===== config.mk =====
export PLATFORM = sky130hd
export DESIGN_NAME = sfx_i2s_player
export DESIGN_NICKNAME = d
export VERILOG_FILES = /design/src/rtl/sfx_pkg.sv /design/src/rtl/sfx_channel.sv /design/src/rtl/sfx_i2s_player.sv
export SDC_FILE = /design/constraint.sdc
export NUM_CORES = 1
export LEC_CHECK = 0
export ABC_AREA = 1
export CORE_MARGIN = 5
export CORE_UTILIZATION = 60
export CTS_BUF_LIST = sky130_fd_sc_hd__clkbuf_8
export DETAILED_ROUTE_END_ITERATION = 7
export DONT_BUFFER_PORTS = 1
export GPL_TIMING_DRIVEN = 0
export PLACE_DENSITY = 0.82
export SLEW_MARGIN = 30
export SYNTH_ARGS = -nofsm -noshare
export SYNTH_HDL_FRONTEND = slang
export SYNTH_HIERARCHICAL = 1
export SYNTH_SLANG_ARGS = --single-unit

===== constraint.sdc =====
create_clock -name clk -period 3.45 [get_ports clk]
set_input_delay 0.1725 -clock clk [delete_from_list [all_inputs] [get_ports clk]]
set_output_delay 0.1725 -clock clk [all_outputs]
set_load 0.05 [all_outputs]

===== src/rtl/sfx_pkg.sv =====
// sfx_pkg: shared channel state type and saturating mix helper for the SFX player
package sfx_pkg;
    typedef enum logic [1:0] {IDLE, PLAY, HOLD} chan_state_e;
    function automatic logic signed [31:0] sat_mix(input logic signed [31:0] sum, input int w);
        logic signed [31:0] hi;
        logic signed [31:0] lo;
        hi = (32'sd1 <<< (w - 1)) - 32'sd1;
        lo = -(32'sd1 <<< (w - 1));
        return (sum > hi) ? hi : ((sum < lo) ? lo : sum);
    endfunction
endpackage


===== src/rtl/sfx_channel.sv =====
// sfx_channel: trigger edge detect, playback FSM and ROM address counter for one effect
module sfx_channel
    import sfx_pkg::*;
#(
    parameter int ADDR_W = 18,
    parameter bit GATED  = 1'b0
) (
    input  logic              clk,
    input  logic              rst_n,
    input  logic              en,
    input  logic              fb,
    input  logic              trig,
    input  logic [ADDR_W-1:0] last,
    output logic [ADDR_W-1:0] addr,
    output logic              busy
);
    chan_state_e state;
    logic trig_q, pend, req;
    // a rising edge in the frame-boundary cycle itself still counts for that boundary
    assign req = pend | (trig & ~trig_q);
    always_ff @(posedge clk or negedge rst_n) begin
        if (!rst_n) begin
            state  <= IDLE;
            addr   <= '0;
            busy   <= 1'b0;
            trig_q <= 1'b0;
            pend   <= 1'b0;
        end else begin
            trig_q <= trig;
            if (!en) begin
                state <= IDLE;
                addr  <= '0;
                busy  <= 1'b0;
                pend  <= 1'b0;
            end else if (!fb) begin
                pend <= req;
            end else begin
                pend <= 1'b0;
                if (GATED && !trig) begin
                    state <= IDLE;
                    addr  <= '0;
                    busy  <= 1'b0;
                end else if (GATED ? state == IDLE : req) begin
                    state <= PLAY;
                    addr  <= '0;
                    busy  <= 1'b1;
                end else if (state == PLAY && addr < last) begin
                    addr <= addr + ADDR_W'(1);
                end else if (state == PLAY) begin
                    state <= GATED ? HOLD : IDLE;
                    addr  <= GATED ? addr : '0;
                    busy  <= GATED;
                end
            end
        end
    end
endmodule


===== src/rtl/sfx_i2s_player.sv =====
// sfx_i2s_player: multi-channel SFX ROM player with saturating mono mix and DSP-mode-A DAC serialiser
module sfx_i2s_player
    import sfx_pkg::*;
#(
    parameter int                 NUM_SFX    = 3,
    parameter int                 SAMPLE_W   = 16,
    parameter int                 ADDR_W     = 18,
    parameter int                 BCLK_DIV   = 4,
    parameter int                 SLOT_W     = 32,
    parameter logic [NUM_SFX-1:0] GATED_MASK = 3'b011
) (
    input  logic                         clk,
    input  logic                         reset,
    input  logic                         en,
    input  logic [NUM_SFX-1:0]           trig,
    input  logic [NUM_SFX*ADDR_W-1:0]    sfx_last,
    output logic [NUM_SFX*ADDR_W-1:0]    rom_addr,
    output logic [NUM_SFX-1:0]           rom_rden,
    input  logic [NUM_SFX*SAMPLE_W-1:0]  rom_q,
    output logic [NUM_SFX-1:0]           busy,
    output logic                         bclk,
    output logic                         lrclk,
    output logic                         dac_data
);
    localparam int FRAME_BCLKS = 2 * SLOT_W;
    localparam int DW = $clog2(BCLK_DIV);
    localparam int BW = $clog2(FRAME_BCLKS);
    localparam int MW = SAMPLE_W + 3;
    logic [1:0] rst_sync;
    logic rst_n, run, fb, bit_n;
    logic [DW-1:0] dcnt, dcnt_n;
    logic [BW-1:0] bidx, bidx_n;
    logic signed [MW-1:0] sum;
    logic [SAMPLE_W-1:0] mix, tx;
    logic [SLOT_W-1:0] slot;
    logic [FRAME_BCLKS-1:0] frame_bits;
    always_ff @(posedge clk or negedge reset) begin
        if (!reset) rst_sync <= '0;
        else rst_sync <= {rst_sync[0], 1'b1};
    end
    assign rst_n = rst_sync[1];
    assign fb = en && run && dcnt == DW'(BCLK_DIV - 1) && bidx == BW'(FRAME_BCLKS - 1);
    assign rom_rden = busy;
    for (genvar i = 0; i < NUM_SFX; i++) begin : g_ch
        sfx_channel #(.ADDR_W(ADDR_W), .GATED(GATED_MASK[i])) u_ch (
            .clk  (clk),
            .rst_n(rst_n),
            .en   (en),
            .fb   (fb),
            .trig (trig[i]),
            .last (sfx_last[i*ADDR_W +: ADDR_W]),
            .addr (rom_addr[i*ADDR_W +: ADDR_W]),
            .busy (busy[i])
        );
    end
    // each slot is a zero bit, the sample MSB-first, then zero padding; both slots carry the mono mix
    assign slot = SLOT_W'({1'b0, tx}) << (SLOT_W - SAMPLE_W - 1);
    assign frame_bits = {slot, slot};
    always_comb begin
        dcnt_n = (dcnt == DW'(BCLK_DIV - 1)) ? '0 : dcnt + DW'(1);
        bidx_n = (dcnt != DW'(BCLK_DIV - 1)) ? bidx : (bidx == BW'(FRAME_BCLKS - 1)) ? '0 : bidx + BW'(1);
        bit_n = frame_bits[BW'(FRAME_BCLKS - 1) - bidx_n];
        sum = '0;
        for (int i = 0; i < NUM_SFX; i++)
            if (busy[i]) sum = sum + MW'(signed'(rom_q[i*SAMPLE_W +: SAMPLE_W]));
    end
    always_ff @(posedge clk or negedge rst_n) begin
        if (!rst_n) begin
            run      <= 1'b0;
            dcnt     <= DW'(BCLK_DIV - 1);
            bidx     <= BW'(FRAME_BCLKS - 1);
            bclk     <= 1'b0;
            lrclk    <= 1'b0;
            dac_data <= 1'b0;
            mix      <= '0;
            tx       <= '0;
        end else if (!en) begin
            run      <= 1'b0;
            dcnt     <= DW'(BCLK_DIV - 1);
            bidx     <= BW'(FRAME_BCLKS - 1);
            bclk     <= 1'b0;
            lrclk    <= 1'b0;
            dac_data <= 1'b0;
            mix      <= '0;
            tx       <= '0;
        end else begin
            run      <= 1'b1;
            dcnt     <= dcnt_n;
            bidx     <= bidx_n;
            bclk     <= dcnt_n >= DW'(BCLK_DIV / 2);
            lrclk    <= bidx_n == '0;
            dac_data <= bit_n;
            // rom_q for the addresses issued at the boundary is valid one clk later
            if (dcnt == DW'(1) && bidx == '0) mix <= SAMPLE_W'(sat_mix(32'(sum), SAMPLE_W));
            if (fb) tx <= mix;
        end
    end
endmodule


==> results of run 1 <==
==> how the worst max path moves through the flow <==
stage,cells past startpoint,slack [ns],endpoint,from
2_1_floorplan,33,-0.50,mix[5],g_ch[0].u_ch/busy
3_3_place_gp,0,-1.43,g_ch[0].u_ch/busy,rst_sync[1]
3_5_place_dp,29,-1.05,mix[10],g_ch[0].u_ch/busy
4_1_cts,34,-0.88,mix[10],g_ch[0].u_ch/busy
5_1_grt,32,-1.17,mix[6],g_ch[0].u_ch/busy
6_report,34,-0.96,mix[14],g_ch[0].u_ch/busy
==> cell type report <==
type	instances	area, sq um
clock inverters	7	81.3
multi-input cells	1191	7150
fillers	1510	5370
well taps	225	282
plain buffers	38	268
inverters	227	855
clock buffers	9	124
repair buffers	36	362
flip-flops and latches	109	2750
==> worst max-delay path: cells and delay by family (launching register included) <==
family | cells | cell delay (ns)
and+or+nand+nor | 18 | 1.44
adders and majority gates | 3 | 0.81
AOI/OAI and AO/OA | 4 | 0.36
buffers and inverters | 9 | 1.06
DFF | 1 | 0.60
==> placed cells by master (no fill, tap or decap), types with 15 or more instances in the layout <==
cell,Yosys,final
xor2_1,23,23
nor2_1,108,105
o21ai_2,15,17
nand3_1,109,104
dfrtp_1,101,98
inv_2,12,17
nor3_1,29,26
a21oi_1,71,62
nand2_1,470,449
ha_1,91,75
nand4_1,46,46
buf_4,6,29
inv_1,212,206
ha_4,0,15
o21ai_0,61,54
nand2_2,44,59
==> sequential cells by signal (all words and copies together), names as in the netlist <==
register and cells:
g_ch.u_ch/addr 54, mix 16, tx 16, bidx 6
g_ch.u_ch/state 5, dcnt 2, g_ch.u_ch/busy 2, rst_sync 2
bclk 1, dac_data 1, g_ch.u_ch/pend 1, g_ch.u_ch/trig_q 1
lrclk 1, run 1
==> power groups by stage <==
stage	combinational (mW)	sequential [mW]	clock [mW]
after floorplan	1.28	1.46	0
after CTS	1.83	1.45	0.839
final	1.95	1.45	0.820
after global placement	1.57	1.49	0
after global routing	2.16	1.46	0.889
after detailed placement	1.62	1.47	0
==> logic make-up (layout without fill, tap and decap cells) <==
family | count (synthesis) | in the layout
buffers and inverters | 266 | 317
AOI/OAI and AO/OA | 186 | 186
muxes | 1 | 1
adders and majority gates | 93 | 93
xor gates and xnor gates | 32 | 32
and+or+nand+nor | 878 | 878
other | 1 | 1
DFF | 109 | 109
==> per-layer routing <==
layer  global-route usage (%)  up-vias  part of all wire, %
met3                     5.28       60                  6.8
met5                        0        -                    0
li1                         -     5149                    -
met2                     47.7      366                   48
met1                     35.8     4816                   43
met4                     7.60        0                  2.1
==> repair_timing <==
action,in CTS,in global routing
setup endpoints to repair,16,28
hold buffers,6,0
cloned,2,0
pin swaps,29,9
setup buffers,22,4
resized for setup,50,34
hold endpoints to repair,10,0
==> through the flow <==
step                      area [sq um]  setup WS, ns  power [mW]
after floorplan                  10600        -0.502        2.74
after global placement           10900         -1.43        3.05
after detailed placement         11000         -1.05        3.09
after CTS                        11700        -0.876        4.12
after global routing             11900         -1.17        4.51
final                            11900        -0.959        4.22
==> run summary, run 1 <==
The root cell of the clock tree is clkbuf_8. For flop-to-flop paths, the worst setup slack is -0.96 ns. Setup repair after global routing could not meet its margin everywhere. The number of clock sinks came out at 109. The sequential share of the synthesized area is 26.0%.

Clock-pin slew was measured on the worst setup and hold paths at 0.12 ns. In this run the remaining antenna-violating nets after routing total 0. The share of the clock period used by the worst path is 128%. The cell accounting for the most synthesized area is dfrtp_1.

The die outline area is 0.0203 sq mm. In this run the critical register-to-register path is captured at mix[14]. The relative slew slack is 48.6%. The mux share of post-synthesis cell area is 0.0950%. The share of the synthesized netlist area taken by xor and xnor gates came out at 2.84%. The final clock skew came out at 0.0210 ns.

The overall fraction of global-route tracks in use is 27.8%. The maximum number of pins on one net before global-route repair is 42. No sink is reached through more buffers than the 2 on the longest clock path. The quantity of I/O buffers inserted on ports came out at 0. The flow ran to the end, but the final reports show violations.

The total power density per cell area came out at 356 mW/mm^2. The class of the most critical hold timing path is in -> reg. The endpoint arrival time on the critical path came out at 4.71 ns. Once routing completed, OpenROAD measured the worst setup slack at -0.959 ns. Among all stages on the critical path, the largest delay is contributed by dfrtp_4.

When the netlist entered floorplanning its net count stood at 1767. The number of pins exceeding their max-slew limit in the final report came out at 0. Across the run, the number of max-cap violations was 0. The count of yosys warnings during synthesis came out at 6. The number of design rule violations left after detail routing came out at 0. After layout, the minimum clock period comes to 4.41 ns. The routed wirelength normalized by instance count is 15.4 um. Relative to the synthesized area, the layout overhead comes to 12.6%. The worst-case IR drop observed on VDD is 0.223 mV. The starting utilization of the core area came out at 61.1%. The post-synthesis compound-gate area fraction came out at 10.4%.

The clock network fraction of total power came out at 19.4%. The number of hold violations in the final report came to 0. By area, the combinational part of the netlist is dominated by simple AND/OR/NAND/NOR gates. The combinational share of power came out at 46.3%. The dominant register cell in the synthesized netlist is dfrtp_1. The highest clock rate came out at 0.227 GHz. The post-synthesis register bit count came out at 109. For this block, the routed nets add up to 28300 um of wire.

The count of boundary I/O pins came out at 171. Ranked by total cell area, the synthesized netlist is headed by dfrtp_1 24%, nand2_1 17%, ha_1 11%. In this run the most critical hold path is launched from en. The die is 143 um wide. The average instance area after synthesis came out at 6.73 sq um. The routed via count divided by cell count is 5.64. The share of synthesized flip-flops with an asynchronous set or reset is 100%.

At the end of the flow the core is filled with cells to 68.8%. Setup violations remaining at the end of the flow were counted as 16. The post-synthesis simple-gate area fraction is 39.0%.

The internal power of the cells is 2.44 mW. For the worst setup path, the data required time is 3.75 ns. The worst hold path terminates at g_ch[0].u_ch/addr[3]. The initial antenna violation count is 0. Summed over all nets, the half-perimeter wirelength after detailed placement is 21700 um.

The actual transition at the worst max-transition pin is 0.763 ns. Sequential cells account for 34.3% of the total power. The switching power as a share of total power is 42.2%.

The number of antenna diodes is 0. The die is 143 um tall. After the flow finishes, the layout carries non-filler instances totaling 1842. The kind of start point of the critical path is a register. The TritonCTS clock tree is built. The type of destination of the critical path is a register. The routed layout has 10400 vias.

The count of flip-flops with a built-in enable after synthesis came out at 0. The most instantiated library cell after synthesis is nand2_1. The depth of the most critical reg-to-reg path came out at 34. The maximum cell stage delay along the critical path is 0.60 ns. The number of design-rule violations left by the first detailed-router iteration came out at 650.

The overall overflow remaining after global route is 0. After routing, the total negative slack on setup checks comes to -14.32 ns. After technology mapping, the gate count stands at 1566. The critical path is of the reg -> reg type. The combined area of all synthesized cells came out at 0.0105 sq mm. The ratio of cells with drive above 1 in the final layout came out at 17.9%. The first global-routing pass estimated 46700 um of wire.

The number of levels in the clock H-tree came out at 3. The leakage power of the design came out at 6.16 nW. The worst hold path passes through 4 cells. The total instance count after detailed placement is 1793. The post-route worst hold slack came out at 0.0777 ns. Counting distinct cell types in the post-synthesis netlist gives 59.

The fraction of synthesized cell area taken by the top area cell type is 24.0%. The clock latency reported for the late side of the worst-skew pair came out at 0.40 ns. The number of global-route vias before repair came out at 9996. The core area is 0.0172 sq mm. The highest fanout seen on the critical path came out at 6. The checks that failed: setup timing.

In this run the critical register-to-register path is launched from g_ch[0].u_ch/busy. The fraction of the mapped netlist area in adder cells is 11.2%. The number of nets in the layout is 1813.

The number of buffers created by CTS is 9. The iteration count of the initial detailed-routing pass came out at 7. The routability congestion estimate from global placement came out at 0.960. After synthesis, the most frequently instantiated cells are 470 x nand2_1, 212 x inv_1, 109 x nand3_1, 108 x nor2_1, 101 x dfrtp_1. The floorplan has 48 rows. For this design the total switching power over the nets is 1.78 mW.
Power figures use the tool's default switching activity.
==> run 2: changes to the inputs <==
--- a/config.mk
+++ b/config.mk
@@ -6,13 +6,14 @@
 export NUM_CORES = 1
 export LEC_CHECK = 0
 export ABC_AREA = 1
+export CORE_ASPECT_RATIO = 1.25
 export CORE_MARGIN = 5
-export CORE_UTILIZATION = 60
+export CORE_UTILIZATION = 43
 export CTS_BUF_LIST = sky130_fd_sc_hd__clkbuf_8
 export DETAILED_ROUTE_END_ITERATION = 7
 export DONT_BUFFER_PORTS = 1
 export GPL_TIMING_DRIVEN = 0
-export PLACE_DENSITY = 0.82
+export PLACE_DENSITY = 0.63
 export SLEW_MARGIN = 30
 export SYNTH_ARGS = -nofsm -noshare
 export SYNTH_HDL_FRONTEND = slang
==> run 2 against run 1 <==
The flow still finishes with violations (setup timing); sequential cell count unchanged; first-iteration DRC count down 44%; non-clock buffer count up 15; combinational power up 6%; clock-buffer cell count unchanged; worst setup slack better by 0.043 ns; fmax up 1.0%; critical path type unchanged; largest cell class unchanged; largest power group unchanged.
==> run summary, run 2 (same netlist as run 1, synthesis figures left out) <==
The placed wire-length estimate is 22700 um (was 21700 um). The number of design rule violations left after detail routing came to 0 (unchanged). The relative slew slack came out at 43.3% (was 48.6%). The routability congestion estimate from global placement came out at 0.902 (was 0.960). The ratio of cells with drive above 1 in the final layout came out at 20.0% (was 17.9%). The die outline area was 0.0278 sq mm (was 0.0203 sq mm). Status: complete, but fails checks (unchanged).

The total chip power came out at 4.36 mW (was 4.22 mW). The most numerous cell type found on the critical path is nand2_1. The total power density per cell area is 357 mW/mm^2 (was 356 mW/mm^2). The initial antenna violation count is 0 (unchanged).

The TritonCTS clock tree is built (unchanged). The number of levels in the clock H-tree came out at 3 (unchanged). The count of endpoints failing setup in the final report is 16 (unchanged). The required time of the worst setup path came out at 3.73 ns (was 3.75 ns).

The pre-CTS setup slack came out at -1.11 ns (was -1.05 ns). Leading registers by flop count: g_ch.u_ch/addr (54), mix (16), tx (16) (unchanged). The overall fraction of global-route tracks in use was 20.8% (was 27.8%). The number of hold violations in the final report is 0 (unchanged). The overall overflow remaining after global route is 0 (unchanged).

The number of antenna diodes came out at 0 (unchanged). The number of pins exceeding their max-slew limit in the final report is 0 (unchanged). The wire length reported by the detailed router came out at 29400 um (was 28300 um).

The sum of negative setup slack came out at -13.89 ns (was -14.32 ns). The kind of start point of the critical path is a register (unchanged). The root cell of the clock tree is clkbuf_8 (unchanged). The type of destination of the critical path is a register (unchanged). The final non-filler cell total is 1962 (was 1842). The clock-pin slew of the registers on the worst-case setup and hold paths was 0.12 ns (about the same). The maximum clock path buffer count is 2 (unchanged). The core area came out at 0.0243 sq mm (was 0.0172 sq mm). The highest fanout seen on the critical path came out at 6 (unchanged). The final clock skew is 0.0230 ns (was 0.0210 ns). The maximum cell stage delay along the critical path was 0.61 ns (was 0.60 ns). The largest register by flop count is g_ch.u_ch/addr (unchanged). The highest clock rate came to 0.229 GHz (was 0.227 GHz). The routed via count divided by cell count is 5.12 (was 5.64). The total instance count after detailed placement is 1898 (was 1793). The count of antenna-violating nets left after detailed routing came out at 0 (unchanged). The count of boundary I/O pins is 171 (unchanged). The placement row count came to 64 (was 48).

The class of the most critical hold timing path is in -> reg (unchanged). The number of maximum-capacitance constraint violations is 0 (unchanged). The iteration count of the initial detailed-routing pass was 5 (was 7).

The synthesis-to-layout area growth came out at 15.8% (was 12.6%). The routed wirelength normalized by instance count came out at 15.0 um (was 15.4 um). The number of flip-flops under the largest register name is 54 (unchanged). The actual transition at the worst max-transition pin came to 0.850 ns (was 0.763 ns). The number of global-route vias before repair was 9792 (was 9996). The number of clock sinks was 109 (unchanged).

The chip height is 185 um (was 143 um). The maximum number of pins on one net before global-route repair is 40 (was 42). The path type of the worst setup path is reg -> reg (unchanged). The clock latency reported for the late side of the worst-skew pair is 0.40 ns (about the same).

The number of design-rule violations left by the first detailed-router iteration was 367 (was 650). The post-route worst setup slack came out at -0.916 ns (was -0.959 ns). The largest voltage drop on the vdd net came out at 0.186 mV (was 0.223 mV).

The share of the clock period used by the worst path was 127% (was 128%). The starting utilization of the core area came out at 43.3% (was 61.1%). The leakage power of the design came out at 6.26 nW (was 6.16 nW). Violations in the final reports: setup timing (unchanged). The slowest library cell on the worst path is dfrtp_4 (unchanged). The first-pass GRT wire length came to 47200 um (was 46700 um).

The endpoint arrival time on the critical path came out at 4.65 ns (was 4.71 ns). Setup repair after global routing missed its margin: true (unchanged). The chip width is 150 um (was 143 um). The number of buffers created by CTS is 9 (unchanged). Most frequent cells in the layout: 439 x nand2_1, 205 x inv_1, 103 x nor2_1, 101 x nand3_1, 98 x dfrtp_1 (was 449 x nand2_1, 206 x inv_1, 105 x nor2_1, 104 x nand3_1, 98 x dfrtp_1). The count of vias placed by the detailed router is 10000 (was 10400). The shortest clock period the worst path allows after layout is 4.37 ns (was 4.41 ns). The number of nets in the layout is 1828 (was 1813). The most frequent standard cell in the layout excluding fill and tap cells is nand2_1 (unchanged). The quantity of I/O buffers inserted on ports is 0 (unchanged).
==> run 2: changes by cell type in the layout (fill, tap and decap cells not counted), sizes merged <==
cell,before,now
buf,48,63
bufbuf,1,0
clkbuf,28,29
clkinv,4,5
clkinvlp,3,1
inv,226,227
==> run 2: per-layer routing <==
layer	vias up	routed length (um)	track usage, %
li1	5177	-	-
met1	4561	11900	23.8
met2	258	15000	38.8
met3	48	1810	3.82
met4	0	666	6.88
met5	-	0	0
==> run 2: through the flow <==
step / utilization, % / hold WS (ns) / area, sq um
finish: 50.1 / 0.0615 / 12200
global route: 50.1 / 0.0729 / 12200
CTS: 48.9 / 0.0347 / 11900
detailed placement: 45.6 / -0.123 / 11100
global placement: 45.4 / -0.123 / 11100
floorplan: - / -0.123 / 10600
==> run 2: cell type report <==
class	instances	area (sq um)
tap	330	413
inverter	227	855
sequential	109	2750
multi-input combinational	1191	7200
timing repair buffer	51	512
buffer	38	268
fill	2483	12100
clock inverter	7	91.3
clock buffer	9	124
==> run 2: final timing paths <==
path / cells past startpoint / from / slack (ns) / to
min in group asynchronous: 0 / rst_sync[1] / 0.28 / g_ch[2].u_ch/addr[3]
worst min register to register: 0 / rst_sync[1] / 0.28 / g_ch[2].u_ch/addr[3]
worst min-delay path: 4 / en / 0.06 / g_ch[1].u_ch/addr[4]
worst max-delay path: 28 / g_ch[0].u_ch/busy / -0.92 / mix[8]
worst max register to register: 28 / g_ch[0].u_ch/busy / -0.92 / mix[8]
max in group asynchronous: 1 / rst_sync[1] / 2.52 / bidx[0]
==> run 2: where the power goes <==
| part | internal (mW) | switching [mW] | total, mW |
|---|---|---|---|
| combinational | 0.830 | 1.23 | 2.06 |
| sequential | 1.34 | 0.108 | 1.45 |
| clock | 0.354 | 0.494 | 0.848 |
| total | 2.53 | 1.83 | 4.36 |
==> run 2: worst max-delay path: cells and delay by family, from the launching register on <==
kind	cells	cell delay (ns)
xor gates and xnor gates	1	0.22
adders and majority gates	2	0.67
buffers and inverters	8	0.85
DFF	1	0.61
and+or+nand+nor	17	1.86
==> run 2: timing repair <==
| action | CTS | global route |
|---|---|---|
| buffers inserted | 33 | 9 |
| resized for setup | 48 | 57 |
| hold endpoints to repair | 11 | 0 |
| hold buffers | 6 | 0 |
| pin swaps | 25 | 32 |
| setup endpoints to repair | 16 | 43 |
| gates cloned | 2 | 1 |
==> run 3: changes to the inputs <==
--- a/config.mk
+++ b/config.mk
@@ -8,12 +8,12 @@
 export ABC_AREA = 1
 export CORE_ASPECT_RATIO = 1.25
 export CORE_MARGIN = 5
-export CORE_UTILIZATION = 43
+export CORE_UTILIZATION = 50
 export CTS_BUF_LIST = sky130_fd_sc_hd__clkbuf_8
 export DETAILED_ROUTE_END_ITERATION = 7
 export DONT_BUFFER_PORTS = 1
 export GPL_TIMING_DRIVEN = 0
-export PLACE_DENSITY = 0.63
+export PLACE_DENSITY = 0.71
 export SLEW_MARGIN = 30
 export SYNTH_ARGS = -nofsm -noshare
 export SYNTH_HDL_FRONTEND = slang
==> run 3 against run 2 <==
The run still ends with setup timing left; sequential share of layout area up 0.10 points; worst setup slack better by 0.038 ns; core utilization grew 8.2 points; via count increased by 2.0%; clock skew shrank 0.0046 ns; first-iteration DRC count increased by 54%; die area fell by 13%; combinational power hardly changed; sequential cell count did not move.
==> run summary, run 3 (same netlist as run 1, synthesis figures left out) <==
Status: complete, but fails checks (unchanged). Violations in the final reports: setup timing (unchanged). The routability congestion estimate from global placement came to 0.908 (was 0.902). The power share of the sequential group is 32.9% (was 33.3%). The count of vias placed by the detailed router came out at 10200 (was 10000). The overall fraction of global-route tracks in use is 23.1% (was 20.8%). Setup repair after global routing missed its margin: true (unchanged). The maximum clock path buffer count is 2 (unchanged). The number of buffers created by CTS is 9 (unchanged).

The placed wire-length estimate is 22000 um (was 22700 um). The final clock skew came out at 0.0184 ns (was 0.0230 ns). The number of global-route vias before repair came out at 9870 (was 9792). The startpoint of the worst setup timing path is g_ch[0].u_ch/busy (unchanged). The cell depth of the worst min-delay path came to 4 (unchanged). The total instance count after detailed placement was 1842 (was 1898). The overall overflow remaining after global route is 0 (unchanged). The synthesis-to-layout area growth came out at 15.3% (was 15.8%). The TritonCTS clock tree was built (unchanged). The required time of the worst setup path is 3.72 ns (was 3.73 ns).

The count of boundary I/O pins came out at 171 (unchanged). The routed wirelength normalized by instance count is 15.2 um (was 15.0 um). The routed via count divided by cell count came out at 5.40 (was 5.12). The class of the most critical hold timing path was in -> reg (unchanged). The highest clock rate is 0.231 GHz (was 0.229 GHz). The depth of the most critical reg-to-reg path came out at 33 (was 28). The path type of the worst setup path is reg -> reg (unchanged). The initial antenna violation count came to 0 (unchanged). The chip width came out at 140 um (was 150 um). The number of maximum-capacitance constraint violations was 0 (unchanged). The source of the worst hold timing path is en (unchanged).

The relative slew slack is 47.9% (was 43.3%). Most frequent cells in the layout: 436 x nand2_1, 202 x inv_1, 103 x nand3_1, 102 x nor2_1, 98 x dfrtp_1 (was 439 x nand2_1, 205 x inv_1, 103 x nor2_1, 101 x nand3_1, 98 x dfrtp_1). The kind of start point of the critical path is a register (unchanged). The layout filler cell count came out at 2008 (was 2483). The clock network fraction of total power came out at 20.0% (was 19.4%).

The largest register by flop count is g_ch.u_ch/addr (unchanged). The actual transition at the worst max-transition pin is 0.781 ns (was 0.850 ns). The quantity of I/O buffers inserted on ports is 0 (unchanged). The startpoint of the worst-slack reg-to-reg timing path is g_ch[0].u_ch/busy (unchanged). The count of endpoints failing setup in the final report is 16 (unchanged). The number of design rule violations left after detail routing is 0 (unchanged). The type of destination of the critical path is a register (unchanged). The total power density per cell area came to 362 mW/mm^2 (was 357 mW/mm^2).

The end of the worst register-to-register path was mix[7] (was mix[8]). The number of design-rule violations left by the first detailed-router iteration is 566 (was 367). The switching power as a share of total power came out at 41.0% (was 42.0%). The maximum cell stage delay along the critical path came to 0.60 ns (was 0.61 ns). The most frequent cell on the critical path was nand2_1 (unchanged). The number of nets in the layout was 1819 (was 1828). The combinational share of power is 47.1% (was 47.3%). The number of flip-flops under the largest register name came out at 54 (unchanged).

The post-route worst setup slack came out at -0.877 ns (was -0.916 ns). The worst-case hold path end point was g_ch[0].u_ch/addr[4] (was g_ch[1].u_ch/addr[4]). The wire length reported by the detailed router came out at 28800 um (was 29400 um). The share of the clock period used by the worst path came out at 125% (was 127%). Leading registers by flop count: g_ch.u_ch/addr (54), mix (16), tx (16) (unchanged). The core area is 0.0208 sq mm (was 0.0243 sq mm). The starting utilization of the core area came out at 50.6% (was 43.3%).

The die outline area came out at 0.0241 sq mm (was 0.0278 sq mm). The maximum number of pins on one net before global-route repair is 51 (was 40). The clock latency reported for the late side of the worst-skew pair came out at 0.39 ns (was 0.40 ns). The number of hold violations in the final report came out at 0 (unchanged). The shortest clock period the worst path allows after layout came out at 4.33 ns (was 4.37 ns). The reg-to-reg setup timing slack is -0.88 ns (was -0.92 ns). The total chip power is 4.40 mW (was 4.36 mW).

The number of clock sinks came out at 109 (unchanged). The endpoint arrival time on the critical path was 4.60 ns (was 4.65 ns). The number of pins exceeding their max-slew limit in the final report is 0 (unchanged). The final non-filler cell total came to 1897 (was 1962). The highest fanout seen on the critical path is 6 (unchanged).

The most frequent standard cell in the layout excluding fill and tap cells is nand2_1 (unchanged). The leakage power of the design came out at 6.23 nW (was 6.26 nW). The slowest library cell on the worst path is dfrtp_4 (unchanged). The area of the multi-input gates is 0.00726 sq mm (was 0.00720 sq mm). The chip height was 172 um (was 185 um). The iteration count of the initial detailed-routing pass is 5 (unchanged). The placement row count is 59 (was 64). The area occupied by registers came out at 0.00275 sq mm (unchanged). The total net switching power is 1.80 mW (was 1.83 mW). The largest voltage drop on the vdd net is 0.252 mV (was 0.186 mV).

The ratio of cells with drive above 1 in the final layout came out at 19.9% (was 20.0%). The first-pass GRT wire length came out at 46300 um (was 47200 um). The root cell of the clock tree is clkbuf_8 (unchanged). The number of antenna diodes is 0 (unchanged). The internal power of the cells is 2.59 mW (was 2.53 mW). The number of levels in the clock H-tree is 3 (unchanged). The count of antenna-violating nets left after detailed routing is 0 (unchanged). The clock-pin slew of the registers on the worst-case setup and hold paths came out at 0.11 ns (was 0.12 ns).
-- run 3: changes by cell type in the layout (fill, tap and decap cells not counted), moves of 4 or more --
cell and change:
buf_6 +4, buf_4 -11, nand3_2 -5, buf_12 -4
-- run 3: worst max path at each step --
stage                         to  slack, ns  cells past startpoint
2_1_floorplan             mix[5]      -0.50                     33
3_3_place_gp   g_ch[0].u_ch/busy      -1.54                      0
3_5_place_dp             mix[13]      -1.03                     28
4_1_cts                   mix[6]      -0.88                     31
5_1_grt                   mix[7]      -1.05                     30
6_report                  mix[7]      -0.88                     33
-- run 3: final cells by class --
type | instances | share of cell area [%]
flip-flops and latches | 109 | 22.6
plain buffers | 38 | 2.20
multi-input cells | 1191 | 59.7
well taps | 274 | 2.82
inverters | 227 | 7.08
repair buffers | 42 | 3.70
clock buffers | 10 | 1.13
clock inverters | 6 | 0.721
-- run 3: stage by stage --
step / hold slack [ns] / utilization [%] / setup TNS (ns) / cell area (sq um) / worst slack, ns
final: 0.0826 / 58.4 / -13.35 / 12200 / -0.877
after global routing: 0.0853 / 58.4 / -16.30 / 12200 / -1.05
after detailed placement: -0.123 / 53.0 / -15.21 / 11000 / -1.03
after global placement: -0.123 / 52.8 / -129.90 / 11000 / -1.54
after CTS: 0.0456 / 56.4 / -13.37 / 11700 / -0.878
after floorplan: -0.123 / - / -7.15 / 10600 / -0.502
-- run 3: power groups by stage --
stage,sequential [mW],combinational (mW),clock (mW)
4_1_cts,1.45,1.82,0.910
5_1_grt,1.46,2.28,0.954
2_1_floorplan,1.46,1.28,0
6_report,1.45,2.07,0.881
3_3_place_gp,1.49,1.57,0
3_5_place_dp,1.47,1.62,0
-- run 3: routing by layer --
layer,GRT usage (%),vias to the layer above,share of wire [%]
met3,4.43,51,5.4
li1,-,5167,-
met5,0,-,0
met2,44.3,261,52
met1,25.5,4768,40
met4,7.80,0,2.5
-- run 3: repair_timing --
item	CTS	global route
hold buffers	6	0
setup endpoints to repair	16	38
gates resized for setup	46	83
hold endpoints to repair	10	0
pin swaps	36	37
cloned	2	1
buffers inserted	22	10
-- run 3: critical path: cells and delay by family (launching register included) --
kind / cells / cell delay [ns]
AND/OR/NAND/NOR: 20 / 1.75
buffers and inverters: 10 / 1.10
flip-flops: 1 / 0.60
adder cells (fa/ha/maj): 2 / 0.57
XOR/XNOR: 1 / 0.20
